===== config.mk =====
export PLATFORM = sky130hd
export DESIGN_NAME = register_file
export DESIGN_NICKNAME = d
export VERILOG_FILES = /design/src/rtl/register_file.sv
export SDC_FILE = /design/constraint.sdc
export NUM_CORES = 1
export LEC_CHECK = 0
export ABC_CLOCK_PERIOD_IN_PS = 3200
export BUFFER_PORTS_ARGS = -buffer_cell sky130_fd_sc_hd__buf_2
export CAP_MARGIN = 30
export CORE_MARGIN = 4
export CORE_UTILIZATION = 35
export DETAILED_ROUTE_END_ITERATION = 7
export HOLD_SLACK_MARGIN = 0.08
export PLACE_DENSITY_LB_ADDON = 0.08
export RECOVER_POWER = 100
export SETUP_SLACK_MARGIN = 0.4
export SYNTH_ARGS = -nofsm -noshare
export SYNTH_HDL_FRONTEND = slang
export SYNTH_SLANG_ARGS = --single-unit

===== constraint.sdc =====
create_clock -name CLK -period 3.2 [get_ports CLK]
set_clock_uncertainty 0.2 [all_clocks]
set_input_delay 0.48 -clock CLK [delete_from_list [all_inputs] [get_ports CLK]]
set_output_delay 0.48 -clock CLK [all_outputs]
set_load 0.05 [all_outputs]

===== src/rtl/register_file.sv =====
// Parametrised register bank: one synchronous write port, two combinational read ports.
// Optional same-cycle write-through forwarding is enabled by defining REGFILE_BYPASS_EN.
module register_file #(
    parameter int WIDTH    = 16,
    parameter int ADDR_W   = 3,
    parameter int ZERO_REG = 1
) (
    input  logic              CLK,
    input  logic              Reset,
    input  logic              WR_EN,
    input  logic [ADDR_W-1:0] WR_ADDR,
    input  logic [WIDTH-1:0]  DIN,
    input  logic [ADDR_W-1:0] RD_ADDR_A,
    input  logic [ADDR_W-1:0] RD_ADDR_B,
    output logic [WIDTH-1:0]  DOUT_A,
    output logic [WIDTH-1:0]  DOUT_B
);

    localparam int DEPTH = 2 ** ADDR_W;

    logic [WIDTH-1:0] reg_val [DEPTH];

    generate
        for (genvar gi = 0; gi < DEPTH; gi++) begin : g_reg
            if (gi == 0 && ZERO_REG != 0) begin : g_zero
                // Hardwired zero: no storage, writes simply have nowhere to land.
                assign reg_val[gi] = '0;
            end else begin : g_store
                logic [WIDTH-1:0] data_reg;

                always_ff @(posedge CLK) begin
                    if (!Reset) begin
                        data_reg <= '0;
                    end else if (WR_EN && (WR_ADDR == ADDR_W'(gi))) begin
                        data_reg <= DIN;
                    end
                end

                assign reg_val[gi] = data_reg;
            end
        end
    endgenerate

    logic [WIDTH-1:0] stored_a;
    logic [WIDTH-1:0] stored_b;

    assign stored_a = reg_val[RD_ADDR_A];
    assign stored_b = reg_val[RD_ADDR_B];

`ifdef REGFILE_BYPASS_EN
    logic wr_live;
    logic fwd_a;
    logic fwd_b;

    // Forward only writes that will actually be stored at the coming edge.
    always_comb begin
        wr_live = Reset && WR_EN && !((ZERO_REG != 0) && (WR_ADDR == '0));
        fwd_a   = wr_live && (RD_ADDR_A == WR_ADDR);
        fwd_b   = wr_live && (RD_ADDR_B == WR_ADDR);
        DOUT_A  = fwd_a ? DIN : stored_a;
        DOUT_B  = fwd_b ? DIN : stored_b;
    end
`else
    assign DOUT_A = stored_a;
    assign DOUT_B = stored_b;
`endif

endmodule

Yosys cells after proc, flatten, opt, wreduce, memory -nomap -nowiden
Index checks and enable logic that the tools add are counted.
{"block": "word_totals", "ff_bits": 112, "input_bits": 28, "output_inout_bits": 32, "wordCells": 31}
{"block": "classes", "magnitude_cmp": 2, "eq_ne": 7, "n_mux": 6, "bitwise_logic": 2, "n_reduce_logical": 7}
{"op": "binary-select mux 16 bit (select 3 bit)", "count": 2}
{"op": "two-way mux 16 bit", "count": 4}
{"op": "equality test 3 bit, second input constant", "count": 4}
{"op": "greater-or-equal comparator 4 bit, second input constant", "count": 2}
{"op": "inverter 3 -> 4 bit", "count": 2}
{"op": "logical AND 1 bit", "count": 7}
{"op": "equality test 3 x 2 -> 1 bit, second input constant", "count": 2}
{"op": "equality test 3 x 1 -> 1 bit, second input constant", "count": 1}

Logic depth before layout (Yosys ltp)
Gate-level depths: netlist (run 1).
{"block": "logic_depth", "depth_word": 4, "mapped_depth": 6, "depth_no_buf": 3}

Worst setup path before layout (run 1)
No wires, ideal clock.
{"block": "synth_timing", "path_type": "input port to output port", "start": "input port RD_ADDR_A[2]", "end": "output port DOUT_A[10]", "arrival_time_ps": 2322, "slack_ps": 198, "path_stages": 5, "path_buffers": 3, "cell_sequence": "buf_2 > nor2b_1 > clkbuf_2 > buf_4 > a221oi_1"}
{"block": "synth_between", "elab_chain_len": 4}
{"item": "from (decl)", "line_no": "13", "text": "input logic [ADDR_W-1:0] RD_ADDR_A,"}
{"item": "inverter 3 -> 4 bit (not written as such)", "line_no": "47", "text": "assign stored_a = reg_val[RD_ADDR_A];"}
{"item": "binary-select mux 16 bit (select 3 bit)", "line_no": "47"}
{"item": "two-way mux 16 bit (not written as such) (2 in series)", "line_no": "47"}
{"item": "to (decl)", "line_no": "15", "text": "output logic [WIDTH-1:0] DOUT_A,"}
No other way between the ends. The select of a mux whose other input is x is not followed.

Worst setup path in the final report (run 1)
{"block": "layout_timing", "start": "input port RD_ADDR_B[2]", "end": "output port DOUT_B[11]"}
{"block": "layout_between", "elab_chain_len": 4}
{"item": "from (decl)", "line_no": "14", "text": "input logic [ADDR_W-1:0] RD_ADDR_B,"}
{"item": "inverter 3 -> 4 bit (not written as such)", "line_no": "48", "text": "assign stored_b = reg_val[RD_ADDR_B];"}
{"item": "binary-select mux 16 bit (select 3 bit)", "line_no": "48"}
{"item": "two-way mux 16 bit (not written as such) (2 in series)", "line_no": "48"}
{"item": "to (decl)", "line_no": "16", "text": "output logic [WIDTH-1:0] DOUT_B"}
No other way between the ends. The select of a mux whose other input is x is not followed.

==> out/summary.txt, run 1 <==
RUN STATUS
------------------------------------------------------------------------------------------
Outcome ..................................................................... finished, final reports clean

FINAL LAYOUT
------------------------------------------------------------------------------------------
Max reg flops ...............................................................          112
Storage cell area ........................................................... 0.00224 sq mm
# nets final ................................................................          762
Final Cell Area ............................................................. 0.00713 sq mm
Relative area change from synthesis to final layout .........................        8.84%
Number of inserted diodes ...................................................            0
Area taken by multi-input logic gates ....................................... 0.00369 sq mm
Filler cell count in the final layout .......................................        1,866
Share of layout cells above drive strength 1 ................................        21.0%

SETUP PATH
------------------------------------------------------------------------------------------
Worst setup path start ...................................................... RD_ADDR_B[2]
CP cell instances ........................................................... clkbuf_4 > and2_0 > buf_4 > a221oi_2 > clkbuf_1
CP startpoint kind ..........................................................   input port
Worst Path Class, Setup .....................................................    in -> out
Critical Path Sink Type ..................................................... primary output
Start of the worst register-to-register path ................................ g_reg[7].g_store.data_reg[15]
Worst path required time ....................................................      2.52 ns
Worst-path maximum fanout ...................................................           15
Largest delay contributor family on the critical path ....................... buffers and inverters
Crit path buf inv count .....................................................            3
Arrival time at the worst endpoint ..........................................      2.24 ns
Critical-path top delay cell ................................................     clkbuf_1
Highest cell delay on the worst timing path .................................      0.50 ns

FLOORPLAN
------------------------------------------------------------------------------------------
Die Footprint ............................................................... 0.0210 sq mm
DIE HEIGHT ..................................................................       145 um
Row count ...................................................................           49
Core area ................................................................... 0.0182 sq mm
Initial Util ................................................................        36.0%
Die boundary width ..........................................................       145 um
Count of boundary I/O pins ..................................................           60

CLOCKING
------------------------------------------------------------------------------------------
Clk_lat worst skew ..........................................................      0.36 ns
TritonCTS Sinks .............................................................          112
Clock edge transition at the registers on the reported setup and hold paths .      0.08 ns
Clk Tree Root Cell ..........................................................    clkbuf_16
CTS Hold Bufs ...............................................................            0
Max H-tree Level ............................................................            3
Clock tree buffer depth .....................................................            2
CTS tree ....................................................................        built
Post-CTS Setup Repair Bufs ..................................................            0
Clock buffers created by TritonCTS ..........................................            9

RUN
------------------------------------------------------------------------------------------
Max-cap violation count .....................................................            0

LOGIC SYNTHESIS
------------------------------------------------------------------------------------------
Count of yosys warnings during synthesis ....................................            0
Share of the yosys chip area belonging to registers .........................        34.2%
Synth cell types ............................................................           27
Cell taking the most area after synthesis ...................................      dfxtp_1
Count leader, synth .........................................................      nand2_1
Top cell type's share of synthesized area ...................................        34.2%
Mean Syn Cell Area ..........................................................   9.36 sq um
Async set or reset register ratio after synthesis ...........................           0%
Cell count after synthesis ..................................................          700
Cells taking the most area after synthesis .................................. dfxtp_1, nand2_1, mux2i_1
Combined area of all synthesized cells ...................................... 0.00655 sq mm
Seq cells post-synth ........................................................          112
Commonest cells in the synthesized netlist .................................. nand2_1, dfxtp_1, mux2i_1, a221oi_1, a21boi_0
Most used DFF post-synth ....................................................      dfxtp_1
Post-synthesis net count ....................................................          728
Post-synth EDFFs ............................................................            0

TIMING
------------------------------------------------------------------------------------------
Transition time at the pin with the least slew margin .......................      1.33 ns
Post-route fraction of the period consumed by the critical path .............        91.1%
Hold Violations, Final ......................................................            0
Final Max Slew Viols ........................................................            0
Final worst path period need ................................................      2.92 ns
Peak Freq ...................................................................    0.343 GHz
Rel. slew slack .............................................................        11.4%
RSZ-0062 raised after global routing ........................................           no
Number of setup violations in the final report ..............................            0
Setup TNS ...................................................................         0 ns

POWER
------------------------------------------------------------------------------------------
P_leak ......................................................................      2.58 nW
Worst voltage drop across the vdd grid ......................................   0.000248 V
Power Density ...............................................................  466 mW/mm^2

GRT
------------------------------------------------------------------------------------------
Grt total ovfl ..............................................................            0
Gr usage total ..............................................................        21.9%
First-pass GRT wire length ..................................................      34.2 mm
Number of global-route vias before repair ...................................        5,393
Largest net degree at the start of global routing ...........................          113
Number of antenna violations at the first check in global routing ...........            0

HOLD PATH
------------------------------------------------------------------------------------------
Hold Path Class .............................................................    in -> reg
Min-delay src ...............................................................      DIN[11]

PLACED DESIGN
------------------------------------------------------------------------------------------
Number of I/O port buffers ..................................................           59
HPWL after DPL ..............................................................      15.0 mm
Post-placement cell area .................................................... 0.00694 sq mm
Placer congestion estimate ..................................................        0.817

ROUTING
------------------------------------------------------------------------------------------
Post-detailed-routing wire length ...........................................      22.7 mm
Detailed-route via count ....................................................        5,392
First-iteration detailed-routing DRC count ..................................          431
Number of vias per cell after detailed routing ..............................         5.58
Number of nets with antenna violations after routing ........................            0
WL per Instance .............................................................      23.5 um
Post-route DRC ..............................................................            0
1st-pass router iterations ..................................................            5

metal layers:
layer | track usage [%] | vias to the layer above | share of wire, %
met4 | 5.99 | 0 | 1.7
met1 | 31.0 | 2674 | 48
met2 | 35.5 | 140 | 47
li1 | - | 2551 | -
met3 | 2.33 | 27 | 4.0
met5 | 0 | - | 0
layout by cell type, fill, tap and decap left out, drive strengths merged, types with 2 or more instances in the layout:
master / synthesis / final
and2: 2 / 2
nand2: 224 / 224
dfxtp: 112 / 112
nand4bb: 3 / 3
nand4b: 3 / 3
bufinv: 0 / 3
a21boi: 112 / 112
mux2: 32 / 32
and4bb: 3 / 3
and4b: 3 / 3
nor2b: 4 / 4
mux2i: 64 / 64
buf: 52 / 66
clkbuf: 20 / 39
a221oi: 64 / 64
kinds of logic (layout without fill, tap and decap cells):
group                  Yosys count  in the layout  synth area share (%)
AO/OA/AOI/OAI                  176            176                  24.5
buffers and inverters           72            110                  8.33
flip-flops                     112            112                  34.2
multiplexers                    96             96                  16.4
AND/OR/NAND/NOR                244            244                  16.5
worst register-to-register path: stages (launching register included):
cell,delay [ns]
dfxtp_1,0.39
nand2_1,0.06
a21boi_0,0.19
cell type report:
| class | count | share of cell area [%] |
|---|---|---|
| multi-input cells | 516 | 51.8 |
| clock buffers | 10 | 3.35 |
| well taps | 229 | 4.02 |
| clock inverters | 5 | 1.46 |
| repair buffers | 95 | 7.97 |
| flip-flops and latches | 112 | 31.4 |
power breakdown:
group | leakage (nW) | internal [mW] | switching (mW)
Clock | 0.169 | 0.786 | 0.553
Sequential | 0.906 | 1.42 | 0.0248
Combinational | 1.50 | 0.169 | 0.367
Total | 2.58 | 2.38 | 0.945
worst paths after layout:
check | slack, ns | cells past startpoint | to
min | 0.22 | 3 | g_reg[7].g_store.data_reg[11]
max reg2reg | 2.28 | 2 | g_reg[7].g_store.data_reg[15]
min reg2reg | 0.28 | 2 | g_reg[3].g_store.data_reg[11]
max | 0.28 | 5 | DOUT_B[11]
per-stage QoR:
step | setup slack, ns | total power [mW] | hold slack, ns | utilization (%) | std cells
2_1_floorplan | 0.198 | 1.87 | 0.244 | - | 700
3_3_place_gp | 0.423 | 2.03 | 0.252 | 38.1 | 952
3_5_place_dp | 0.407 | 2.03 | 0.264 | 38.1 | 952
4_1_cts | 0.408 | 3.36 | 0.212 | 40.0 | 967
5_1_grt | 0.236 | 3.42 | 0.221 | 39.2 | 967
6_report | 0.284 | 3.32 | 0.219 | 39.2 | 967
repair_timing:
action / in CTS / in global routing
hold endpoints to repair: 0 / 0
resized for setup: 0 / 1
setup endpoints to repair: 0 / 4
Power figures use the tool's default switching activity.
==> inputs of run 2 (changes only) <==
Settings changed: CORE_ASPECT_RATIO from default to 1.2, PLACE_DENSITY_LB_ADDON 0.08 to 0.12, RECOVER_POWER 100 to 25.
==> out/summary.txt, run 2 (synthesis gave the netlist of run 1 again) <==
RUN STATUS
------------------------------------------------------------------------------------------
Outcome ..................................................................... finished, final reports clean   unchanged

FINAL LAYOUT
------------------------------------------------------------------------------------------
Filler cell count in the final layout .......................................        1,847   was 1,866
Final non-filler cell total .................................................          984   was 967
Share of layout cells above drive strength 1 ................................        27.0%   was 21.0%
Most frequent standard cell in the layout excluding fill and tap cells ......      nand2_1   unchanged
Area taken by multi-input logic gates ....................................... 0.00380 sq mm   was 0.00369 sq mm
Max reg flops ...............................................................          112   unchanged
# nets final ................................................................          755   was 762
Relative area change from synthesis to final layout .........................        10.2%   was 8.84%
Final Cell Area ............................................................. 0.00722 sq mm   was 0.00713 sq mm
Top library cells by usage in the layout, fill and taps aside ............... nand2_1, dfxtp_1, mux2i_1, a21boi_0, buf_2   was nand2_1, dfxtp_1, a21boi_0, mux2i_1, a221oi_1
Number of inserted diodes ...................................................            0   unchanged
Storage cell area ........................................................... 0.00224 sq mm   unchanged

TIMING
------------------------------------------------------------------------------------------
Final worst path period need ................................................      2.74 ns   was 2.92 ns
Fin Hold WS .................................................................     0.216 ns   was 0.219 ns
Final Max Slew Viols ........................................................            0   unchanged
RSZ-0062 raised after global routing ........................................           no   unchanged
Peak Freq ...................................................................    0.365 GHz   was 0.343 GHz
Setup TNS ...................................................................         0 ns   unchanged
Number of setup violations in the final report ..............................            0   unchanged
Hold Violations, Final ......................................................            0   unchanged
Transition time at the pin with the least slew margin .......................      1.33 ns   about the same
Rel. slew slack .............................................................        11.4%   about the same
Post-route fraction of the period consumed by the critical path .............        85.7%   was 91.1%

SETUP PATH
------------------------------------------------------------------------------------------
Arrival time at the worst endpoint ..........................................      2.06 ns   was 2.24 ns
Highest cell delay on the worst timing path .................................      0.51 ns   was 0.50 ns
CP startpoint kind ..........................................................   input port   unchanged
Worst path required time ....................................................      2.52 ns   about the same
Worst-path maximum fanout ...................................................           12   was 15
CP cell instances ........................................................... clkbuf_4 > buf_4 > and2_2 > a221oi_1 > buf_2   was clkbuf_4 > and2_0 > buf_4 > a221oi_2 > clkbuf_1
Critical Path Sink Type ..................................................... primary output   unchanged
Critical-path top delay cell ................................................     a221oi_1   was clkbuf_1
Worst Path Class, Setup .....................................................    in -> out   unchanged

ROUTING
------------------------------------------------------------------------------------------
Post-detailed-routing wire length ...........................................      21.8 mm   was 22.7 mm
1st-pass router iterations ..................................................            4   was 5
Number of nets with antenna violations after routing ........................            0   unchanged
Post-route DRC ..............................................................            0   unchanged
Number of vias per cell after detailed routing ..............................         5.41   was 5.58
First-iteration detailed-routing DRC count ..................................          325   was 431
WL per Instance .............................................................      22.1 um   was 23.5 um
Detailed-route via count ....................................................        5,323   was 5,392

RUN
------------------------------------------------------------------------------------------
Max-cap violation count .....................................................            0   unchanged

CLOCKING
------------------------------------------------------------------------------------------
Clock edge transition at the registers on the reported setup and hold paths .      0.07 ns   was 0.08 ns
Clock buffers created by TritonCTS ..........................................            9   unchanged
Clk_lat worst skew ..........................................................      0.35 ns   was 0.36 ns
TritonCTS Sinks .............................................................          112   unchanged
Clk Tree Root Cell ..........................................................    clkbuf_16   unchanged
CTS Hold Bufs ...............................................................            0   unchanged
Clock tree buffer depth .....................................................            2   unchanged
Max H-tree Level ............................................................            3   unchanged
CTS tree ....................................................................        built   unchanged

GRT
------------------------------------------------------------------------------------------
Grt total ovfl ..............................................................            0   unchanged
Number of global-route vias before repair ...................................        5,380   was 5,393
Gr usage total ..............................................................        20.8%   was 21.9%
First-pass GRT wire length ..................................................      32.9 mm   was 34.2 mm
Number of antenna violations at the first check in global routing ...........            1   was 0
Largest net degree at the start of global routing ...........................           72   was 113

HOLD PATH
------------------------------------------------------------------------------------------
Hold Path Class .............................................................    in -> reg   unchanged

POWER
------------------------------------------------------------------------------------------
Worst voltage drop across the vdd grid ......................................   0.000273 V   was 0.000248 V
P_leak ......................................................................      2.65 nW   was 2.58 nW
Power Density ...............................................................  435 mW/mm^2   was 466 mW/mm^2

PLACED DESIGN
------------------------------------------------------------------------------------------
Number of I/O port buffers ..................................................           59   unchanged
HPWL after DPL ..............................................................      14.9 mm   was 15.0 mm
Placer congestion estimate ..................................................        0.834   was 0.817
Post-placement cell area .................................................... 0.00689 sq mm   was 0.00694 sq mm
Post-placement cell count ...................................................          965   was 952

FLOORPLAN
------------------------------------------------------------------------------------------
Count of boundary I/O pins ..................................................           60   unchanged
Core area ................................................................... 0.0183 sq mm   was 0.0182 sq mm
Row count ...................................................................           54   was 49
Initial Util ................................................................        35.8%   was 36.0%
Die boundary width ..........................................................       133 um   was 145 um
Die Footprint ............................................................... 0.0210 sq mm   about the same
DIE HEIGHT ..................................................................       158 um   was 145 um

==> run 2: cell types whose count changed in the layout (fill, tap and decap cells not counted), sizes merged <==
cell / before / now
buf: 66 / 82
clkbuf: 39 / 18
clkinvlp: 0 / 2
bufinv: 3 / 1
inv: 1 / 0
==> run 2: power by group <==
part | total, mW | internal (mW) | switching, mW | leakage, nW
logic | 0.537 | 0.179 | 0.358 | 1.61
registers | 1.45 | 1.42 | 0.0263 | 0.906
clock network | 1.16 | 0.632 | 0.526 | 0.139
==> run 2: critical path: cells and delay by family <==
family | cells | cell delay [ns]
AOI/OAI and AO/OA | 1 | 0.51
buffers and inverters | 3 | 0.77
and+or+nand+nor | 1 | 0.29
==> run 2: metal layers <==
metal / up-vias / track usage [%] / routed length (um)
met1: 2611 / 26.5 / 9650
met3: 27 / 3.94 / 973
met2: 148 / 36.6 / 10800
li1: 2535 / - / -
met5: - / 0 / 7
met4: 2 / 4.50 / 310
==> run 2: worst paths after layout <==
kind | slack, ns | start | depth (start not counted) | endpoint
setup / recovery | 0.46 | RD_ADDR_A[0] | 5 | DOUT_A[6]
hold reg to reg | 0.27 | g_reg[5].g_store.data_reg[6] | 2 | g_reg[5].g_store.data_reg[6]
hold / removal | 0.22 | DIN[13] | 3 | g_reg[2].g_store.data_reg[13]
setup reg to reg | 2.29 | g_reg[4].g_store.data_reg[2] | 2 | g_reg[4].g_store.data_reg[2]
==> run 2: through the flow <==
step | setup slack, ns | power, mW | util (%)
detailed placement | 0.331 | 2.01 | 37.6
global placement | 0.315 | 2.00 | 37.5
global route | 0.427 | 3.26 | 39.4
floorplan | 0.198 | 1.87 | -
finish | 0.457 | 3.14 | 39.4
CTS | 0.413 | 3.18 | 39.4
==> run 2: what timing repair did <==
| item | in CTS | in global routing |
|---|---|---|
| resized for setup | 4 | 7 |
| buffers inserted | 1 | 2 |
| hold endpoints to repair | 0 | 0 |
| setup endpoints to repair | 12 | 15 |
==> run 2: final cells by class <==
type                            count  area share (%)
Multi-Input combinational cell    516            52.6
Clock buffer                       12            3.42
Timing Repair Buffer               88            7.78
Tap cell                          252            4.37
Clock inverter                      4           0.745
Sequential cell                   112            31.1
==> inputs of run 3 (changes only) <==
Settings changed: BUFFER_PORTS_ARGS -buffer_cell sky130_fd_sc_hd__buf_2 to default, DONT_BUFFER_PORTS from default to 1.
==> out/summary.txt, run 3 (synthesis gave the netlist of run 1 again) <==
ROUTING
------------------------------------------------------------------------------------------
Detailed-route via count ....................................................        5,366   was 5,323
Number of nets with antenna violations after routing ........................            0   unchanged
Post-detailed-routing wire length ...........................................      22.2 mm   was 21.8 mm
Post-route DRC ..............................................................            0   unchanged
First-iteration detailed-routing DRC count ..................................          365   was 325
1st-pass router iterations ..................................................            4   unchanged
Number of vias per cell after detailed routing ..............................         5.56   was 5.41
WL per Instance .............................................................      23.0 um   was 22.1 um

SETUP PATH
------------------------------------------------------------------------------------------
Start of the worst register-to-register path ................................ g_reg[2].g_store.data_reg[14]   was g_reg[4].g_store.data_reg[2]
Worst path required time ....................................................      2.52 ns   about the same
Critical-path top delay cell ................................................      nor2b_4   was a221oi_1
CP cell instances ........................................................... nor2b_4 > a221oi_1 > a221oi_1 > buf_4   was clkbuf_4 > buf_4 > and2_2 > a221oi_1 > buf_2
Worst Path Class, Setup .....................................................    in -> out   unchanged
Worst-path maximum fanout ...................................................           19   was 12
Highest cell delay on the worst timing path .................................      0.48 ns   was 0.51 ns
Worst setup path start ...................................................... RD_ADDR_A[0]   unchanged
CP startpoint kind ..........................................................   input port   unchanged
Arrival time at the worst endpoint ..........................................      1.79 ns   was 2.06 ns
Critical Path Sink Type ..................................................... primary output   unchanged
Cell repeated most along the worst path .....................................     a221oi_1

POWER
------------------------------------------------------------------------------------------
P_leak ......................................................................      2.61 nW   was 2.65 nW
Power Density ...............................................................  419 mW/mm^2   was 435 mW/mm^2
Worst voltage drop across the vdd grid ......................................   0.000256 V   was 0.000273 V

CLOCKING
------------------------------------------------------------------------------------------
TritonCTS Sinks .............................................................          112   unchanged
Max H-tree Level ............................................................            3   unchanged
Post-CTS Setup Repair Bufs ..................................................            0   was 1
Clock buffers created by TritonCTS ..........................................            9   unchanged
Clock edge transition at the registers on the reported setup and hold paths .      0.08 ns   was 0.07 ns
Clock tree buffer depth .....................................................            2   unchanged
Clk Tree Root Cell ..........................................................    clkbuf_16   unchanged
Clk_lat worst skew ..........................................................      0.36 ns   was 0.35 ns
CTS-repair resized insts ....................................................            0   was 4
CTS Hold Bufs ...............................................................           27   was 0
CTS tree ....................................................................        built   unchanged

PLACED DESIGN
------------------------------------------------------------------------------------------
HPWL after DPL ..............................................................      13.9 mm   was 14.9 mm
Placer congestion estimate ..................................................        0.830   was 0.834
Post-placement cell area .................................................... 0.00677 sq mm   was 0.00689 sq mm
Number of I/O port buffers ..................................................            0   was 59

RUN STATUS
------------------------------------------------------------------------------------------
Outcome ..................................................................... finished, final reports clean   unchanged

FINAL LAYOUT
------------------------------------------------------------------------------------------
Area taken by multi-input logic gates ....................................... 0.00390 sq mm   was 0.00380 sq mm
Top library cells by usage in the layout, fill and taps aside ............... nand2_1, dfxtp_1, mux2i_1, a21boi_0, buf_4   was nand2_1, dfxtp_1, mux2i_1, a21boi_0, buf_2
Share of layout cells above drive strength 1 ................................        24.3%   was 27.0%
Filler cell count in the final layout .......................................        1,833   was 1,847
Relative area change from synthesis to final layout .........................        12.3%   was 10.2%
Storage cell area ........................................................... 0.00224 sq mm   unchanged
Max reg flops ...............................................................          112   unchanged
Most frequent standard cell in the layout excluding fill and tap cells ......      nand2_1   unchanged
Share of the core filled with cells in the final layout .....................        40.2%   was 39.4%
Final Cell Area ............................................................. 0.00736 sq mm   was 0.00722 sq mm
# nets final ................................................................          735   was 755

TIMING
------------------------------------------------------------------------------------------
Final worst path period need ................................................      2.47 ns   was 2.74 ns
Fin Hold WS .................................................................     0.279 ns   was 0.216 ns
Rel. slew slack .............................................................        34.6%   was 11.4%
Transition time at the pin with the least slew margin .......................     0.981 ns   was 1.33 ns
Hold Violations, Final ......................................................            0   unchanged
Setup TNS ...................................................................         0 ns   unchanged
Peak Freq ...................................................................    0.404 GHz   was 0.365 GHz
Final Max Slew Viols ........................................................            0   unchanged
Number of setup violations in the final report ..............................            0   unchanged
RSZ-0062 raised after global routing ........................................           no   unchanged
Post-route fraction of the period consumed by the critical path .............        77.3%   was 85.7%

RUN
------------------------------------------------------------------------------------------
Max-cap violation count .....................................................            0   unchanged

GRT
------------------------------------------------------------------------------------------
Grt total ovfl ..............................................................            0   unchanged
First-pass GRT wire length ..................................................      33.6 mm   was 32.9 mm
Number of antenna violations at the first check in global routing ...........            1   unchanged
Gr usage total ..............................................................        21.2%   was 20.8%
Number of global-route vias before repair ...................................        5,366   was 5,380
Largest net degree at the start of global routing ...........................          101   was 72

HOLD PATH
------------------------------------------------------------------------------------------
Min-delay src ............................................................... g_reg[6].g_store.data_reg[10]   was DIN[13]
Hold Path Class .............................................................   reg -> reg   was in -> reg

FLOORPLAN
------------------------------------------------------------------------------------------
Row count ...................................................................           54   unchanged
Core area ................................................................... 0.0183 sq mm   unchanged
Die boundary width ..........................................................       133 um   unchanged
DIE HEIGHT ..................................................................       158 um   unchanged
Die Footprint ............................................................... 0.0210 sq mm   unchanged
Count of boundary I/O pins ..................................................           60   unchanged
Initial Util ................................................................        35.8%   unchanged

-- run 3: stage by stage --
stage | setup WS [ns] | std cells | total power, mW
floorplan | 0.198 | 700 | 1.87
global placement | 0.764 | 920 | 1.90
detailed placement | 0.768 | 920 | 1.91
CTS | 0.768 | 963 | 3.10
global route | 0.687 | 965 | 3.18
finish | 0.725 | 965 | 3.08
-- run 3: worst paths after layout --
kind / to / slack, ns / cells past startpoint
max reg2reg: g_reg[2].g_store.data_reg[14] / 1.80 / 3
max: DOUT_A[8] / 0.73 / 4
min reg2reg: g_reg[6].g_store.data_reg[10] / 0.28 / 2
min: g_reg[6].g_store.data_reg[10] / 0.28 / 2
-- run 3: report_power, final --
group          internal, mW  switching [mW]
logic                 0.193           0.303
registers              1.42          0.0267
clock network         0.543           0.594
total                  2.16           0.923
-- run 3: area by class of cell --
class                      instances  share of cell area [%]
multi-input combinational        516                    53.0
sequential                       112                    30.5
timing repair buffer              68                    8.37
tap                              252                    4.28
clock buffer                      10                    3.11
clock inverter                     6                   0.714
antenna                            1                  0.0340
-- run 3: critical path, delay by kind of cell --
family | cells | cell delay (ns)
simple gates | 1 | 0.48
compound gates | 2 | 0.55
buf+inv | 1 | 0.27
-- run 3: routing by layer --
layer  routed length [um]  vias up  share of wire, %  GRT usage (%)
li1                     -     2506                 -              -
met1                 9970     2690                45           27.6
met2                10700      141                48           35.6
met3                 1100       29               5.0           3.88
met4                  370        0               1.7           6.88
met5                    0        -                 0              0
